$ cat config.mk
export PLATFORM = sky130hd
export DESIGN_NAME = fir_inverse_filter
export DESIGN_NICKNAME = d
export VERILOG_FILES = /design/src/rtl/fir_pkg.sv /design/src/rtl/fir_inv_mac.sv /design/src/rtl/fir_inverse_filter.sv
export SDC_FILE = /design/constraint.sdc
export NUM_CORES = 1
export LEC_CHECK = 0
export CORE_ASPECT_RATIO = 0.9
export CORE_UTILIZATION = 50
export CTS_BUF_LIST = sky130_fd_sc_hd__clkbuf_8
export DETAILED_ROUTE_END_ITERATION = 8
export PLACE_DENSITY_LB_ADDON = 0.3
export RECOVER_POWER = 50
export SLEW_MARGIN = 20
export SYNTH_ARGS = -nofsm -noshare
export SYNTH_HDL_FRONTEND = slang
export SYNTH_HIERARCHICAL = 1
export SYNTH_SLANG_ARGS = --single-unit
$ cat constraint.sdc
create_clock -name clk -period 8.8 [get_ports clk]
set_clock_uncertainty 0.2 [all_clocks]
set_input_delay 1.32 -clock clk [delete_from_list [all_inputs] [get_ports clk]]
set_output_delay 1.32 -clock clk [all_outputs]
set_load 0.005 [all_outputs]
$ cat src/rtl/fir_pkg.sv
// fir_pkg: shared types, default coefficients and FSM states for the FIR datapath.
package fir_pkg;
  localparam int FIR_N = 4;
  localparam int FIR_WIDTH = 16;
  typedef logic [FIR_WIDTH-1:0] coeff_t;
  localparam coeff_t FIR_COEFF_DEFAULT [FIR_N] = '{16'd1, 16'd2, 16'd3, 16'd4};
  typedef enum logic [1:0] {IDLE, MAC, OUT} fir_inv_state_e;
endpackage

$ cat src/rtl/fir_inv_mac.sv
// fir_inv_mac: modular multiply-subtract, acc_out = acc_in - coeff*sample mod 2^WIDTH.
module fir_inv_mac #(
  parameter int WIDTH = 16
) (
  input  logic [WIDTH-1:0] acc_in,
  input  logic [WIDTH-1:0] coeff,
  input  logic [WIDTH-1:0] sample,
  output logic [WIDTH-1:0] acc_out
);
  assign acc_out = acc_in - coeff * sample;
endmodule

$ cat src/rtl/fir_inverse_filter.sv
// fir_inverse_filter: time-multiplexed inverse of a monic FIR; optional clr port via FIR_INV_CLR_EN.
module fir_inverse_filter
  import fir_pkg::*;
#(
  parameter int N = FIR_N,
  parameter int WIDTH = FIR_WIDTH,
  parameter logic [WIDTH-1:0] CO_EFF [N] = FIR_COEFF_DEFAULT
) (
  input  logic             clk,
  input  logic             rst_n,
`ifdef FIR_INV_CLR_EN
  input  logic             clr,
`endif
  input  logic             in_valid,
  output logic             in_ready,
  input  logic [WIDTH-1:0] in_data,
  output logic             out_valid,
  input  logic             out_ready,
  output logic [WIDTH-1:0] out_data
);
  localparam int KW = $clog2(N);
  if (N < 2 || CO_EFF[0] != WIDTH'(1)) begin : g_bad_cfg
    $error("fir_inverse_filter: need N >= 2 and CO_EFF[0] == 1");
  end
  fir_inv_state_e state_q, state_d;
  logic [WIDTH-1:0] acc_q, acc_d, mac_out;
  logic [WIDTH-1:0] hist_q [1:N-1];
  logic [KW-1:0] k_q, k_d;
  logic clr_i, out_hs;
`ifdef FIR_INV_CLR_EN
  assign clr_i = clr;
`else
  assign clr_i = 1'b0;
`endif
  assign in_ready = state_q == IDLE;
  assign out_valid = state_q == OUT;
  assign out_data = out_valid ? acc_q : '0;
  assign out_hs = out_valid && out_ready;
  fir_inv_mac #(.WIDTH(WIDTH)) u_mac (
    .acc_in (acc_q),
    .coeff  (CO_EFF[k_q]),
    .sample (hist_q[k_q]),
    .acc_out(mac_out)
  );
  always_comb begin
    state_d = state_q;
    acc_d = acc_q;
    k_d = k_q;
    if (clr_i) begin
      state_d = IDLE;
      acc_d = '0;
      k_d = '0;
    end else begin
      unique case (state_q)
        IDLE: if (in_valid) begin
          state_d = MAC;
          acc_d = in_data;
          k_d = KW'(1);
        end
        MAC: begin
          acc_d = mac_out;
          k_d = k_q + KW'(1);
          state_d = k_q == KW'(N - 1) ? OUT : MAC;
        end
        OUT: state_d = out_ready ? IDLE : OUT;
        default: state_d = IDLE;
      endcase
    end
  end
  // history only advances on the output handshake, so a stalled output never disturbs it
  always_ff @(posedge clk or negedge rst_n) begin
    if (!rst_n) begin
      state_q <= IDLE;
      acc_q <= '0;
      k_q <= '0;
      for (int i = 1; i < N; i++) hist_q[i] <= '0;
    end else begin
      state_q <= state_d;
      acc_q <= acc_d;
      k_q <= k_d;
      if (clr_i) begin
        for (int i = 1; i < N; i++) hist_q[i] <= '0;
      end else if (out_hs) begin
        for (int i = N - 1; i > 1; i--) hist_q[i] <= hist_q[i-1];
        hist_q[1] <= acc_q;
      end
    end
  end
endmodule

==> summary.md <==
| Metric | Value |
|---|---|
| Status | `finished, violations left` |
| Failing checks | `capacitance limit, slew limit` |
| First-pass GRT wire length | `roughly 29 mm` |
| Pin count of the biggest net entering global routing | `69` |
| Largest stage delay on the critical path | `1.03 ns` |
| Deepest clock path buffer count | `2` |
| Vias in the first global route | `about 5400` |
| Worst EP arrival | `7.04 ns` |
| Slowest CP cell | `dfrtp_1` |
| Layout cell share with drive strength beyond 1 | `11.6%` |
| Via density | `5.02` |
| Relative slew slack | `-144%` |
| Grt ovf | `0` |
| Die ar. | `16400 um2` |
| Crit Path Max Fanout | `21` |
| CP Class | `reg2reg` |
| Initial antenna violation count | `1` |
| CTS Sinks | `68` |
| I/O pins | `38` |
| Nets@finish | `1003` |
| Setup crit start kind | `flip-flop` |
| Synth unique cells | `53` |
| Die W | `135 um` |
| Worst-Margin Slew | `about 3.7 ns` |
| Worst hold path type | `reg2reg` |
| Routability cong. | `0.824` |
| Core Util, Final | `57.3%` |
| Synth Cell Area | `roughly 8000 um2` |
| Placed insts | `1022` |
| CTS H-tree depth | `3` |
| Drt wl/cell | `16.4 um` |
| Ys async rst share | `100%` |
| Required time worst endpoint | `8.85 ns` |
| Final Setup Violations | `0` |
| Commonest non-fill, non-tap cell in the layout | `inv_1` |
| DRT Pass-1 Iters | `4` |
| Layout Cell Area excl Fill | `8850 um2` |
| Num CTS Buffers | `9` |
| Total GRT Usage | `between 20% and 30%` |
| Max-slew violations | `118` |
| Worst path cell trace | `nor2b_1 > buf_4 > o2bb2ai_1 > nand2_1 > fa_1 > fa_1 > inv_1 > ha_1 > inv_1 > fa_1 > fa_1 > inv_1 > fa_1 > inv_1 > ha_1 > a21o_2 > a21o_1 > a21oi_1 > and2b_2 > o21a_1 > a311oi_1 > xnor2_1 > o221a_2` |
| Synth Register Bits | `68` |
| Final ANT Viol Nets | `0` |
| IO Port Bufs | `37` |
| Clock transition at path regs | `approximately 0.080 ns` |
| Initial core utilization | `about half` |
| Max-cap check violation count | `2` |
| Seq/Total Area, Yosys | `21.4%` |
| Dpl cell area | `8630 um2` |
| Crit end category | `flip-flop` |
| Core area | `15400 um2` |
| Post-layout min period | `7.00 ns` |
| Top cell by count, worst path | `fa_1` |
| Final hold viol count | `0` |
| Synth warnings | `6` |
| DRC | `0` |
| # resized after CTS | `0` |
| Layout area overhead | `11.5%` |
| # hold bufs at CTS | `0` |
| Setup Buffers After CTS | `0` |
| Final worst-path cycle share | `79.5%` |
| Skew-Pair Late Insertion Delay | `0.35 ns` |
| CTS tree | `done` |
| Main flop type after synthesis | `dfrtp_1` |
| Post-synth EDFFs | `0` |
| Clock root buffer | `clkbuf_8` |
| Buf+Inv Stages, Crit Path | `5` |
| Commonest non-fill, non-tap cells in the layout | `inv_1 (123), fa_1 (96), and2_1 (94)` |
| Hpwl dp | `13.1 mm` |
| Setup TNS | `0 ns` |
| Final wirelength | `roughly 17 mm` |
| Fin cells | `1039` |
| Initial DRC Count | `208` |
| CP top delay family | `adder cells` |
| Post-Syn Instances | `755` |
| Max Clk Rate | `0.143 GHz` |
| DIE HEIGHT | `122 um` |
| Row count | `43` |
| Setup repair after global routing missed its margin | `no` |
| Syn_area_per_cell | `around 11 um2` |
| DR vias | `5217` |
## layout make-up
type | instances | area, um2
fillers | 1352 | 6590
multi-input cells | 584 | 5770
flip-flops and latches | 68 | 1700
inverters | 123 | 462
repair buffers | 45 | 422
well taps | 202 | 253
clock buffers | 9 | 124
clock inverters | 7 | 115
diodes | 1 | 2.50
## routing by layer
layer  track usage [%]  share of wire (%)
met4              5.06                1.4
met5                 0                  0
met1              34.2                 48
met3              5.30                6.5
met2              35.1                 44
## cells by family after synthesis
group | Yosys count | synth area share (%)
adders and majority gates | 152 | 33.1
other | 1 | 0.0473
xor gates and xnor gates | 46 | 5.17
AOI/OAI and AO/OA | 71 | 7.81
muxes | 66 | 10.0
buffers and inverters | 157 | 8.17
DFF | 68 | 21.4
and+or+nand+nor | 194 | 14.3
## state kept, by name, indices dropped and copies added, names as in the netlist
signal   flops
acc_q       16
hist_q      48
state_q      2
k_q          2
## Yosys cell counts (4+ instances only)
master	count	share of area, %
a21oi_1	11	0.69
nand2_1	62	2.9
and2_1	94	7.4
buf_6	5	0.71
mux2_4	20	3.8
mux2i_1	17	2.1
dfrtp_1	68	21
mux2_2	29	4.1
nand2b_1	4	0.32
inv_1	122	5.8
or4b_1	16	2.0
xnor2_1	34	3.8
clkbuf_1	16	0.76
nor2_1	4	0.19
ha_1	56	8.8
buf_2	9	0.57
fa_1	96	24
o221a_2	15	2.1
o2bb2ai_1	17	1.9
xor2_1	11	1.2
a21o_1	6	0.57
## worst paths after layout
kind	startpoint	depth (start not counted)	endpoint	slack [ns]
min	hist_q[0]	1	hist_q[0]	0.31
min reg2reg	hist_q[0]	1	hist_q[0]	0.31
max	k_q[1]	23	acc_q[15]	1.80
max in group asynchronous	rst_n	2	k_q[0]	4.23
max reg2reg	k_q[1]	23	acc_q[15]	1.80
min in group asynchronous	rst_n	2	acc_q[0]	2.11
## metrics by stage
step,setup WS (ns),hold slack (ns)
2_1_floorplan,2.54,0.279
3_3_place_gp,1.89,0.290
3_5_place_dp,1.80,0.296
4_1_cts,1.79,0.312
5_1_grt,1.38,0.320
6_report,1.80,0.309
Power is left out: the tool's default activity adds up to more than one toggle a clock period on the data nets, which glitch-free logic cannot reach.
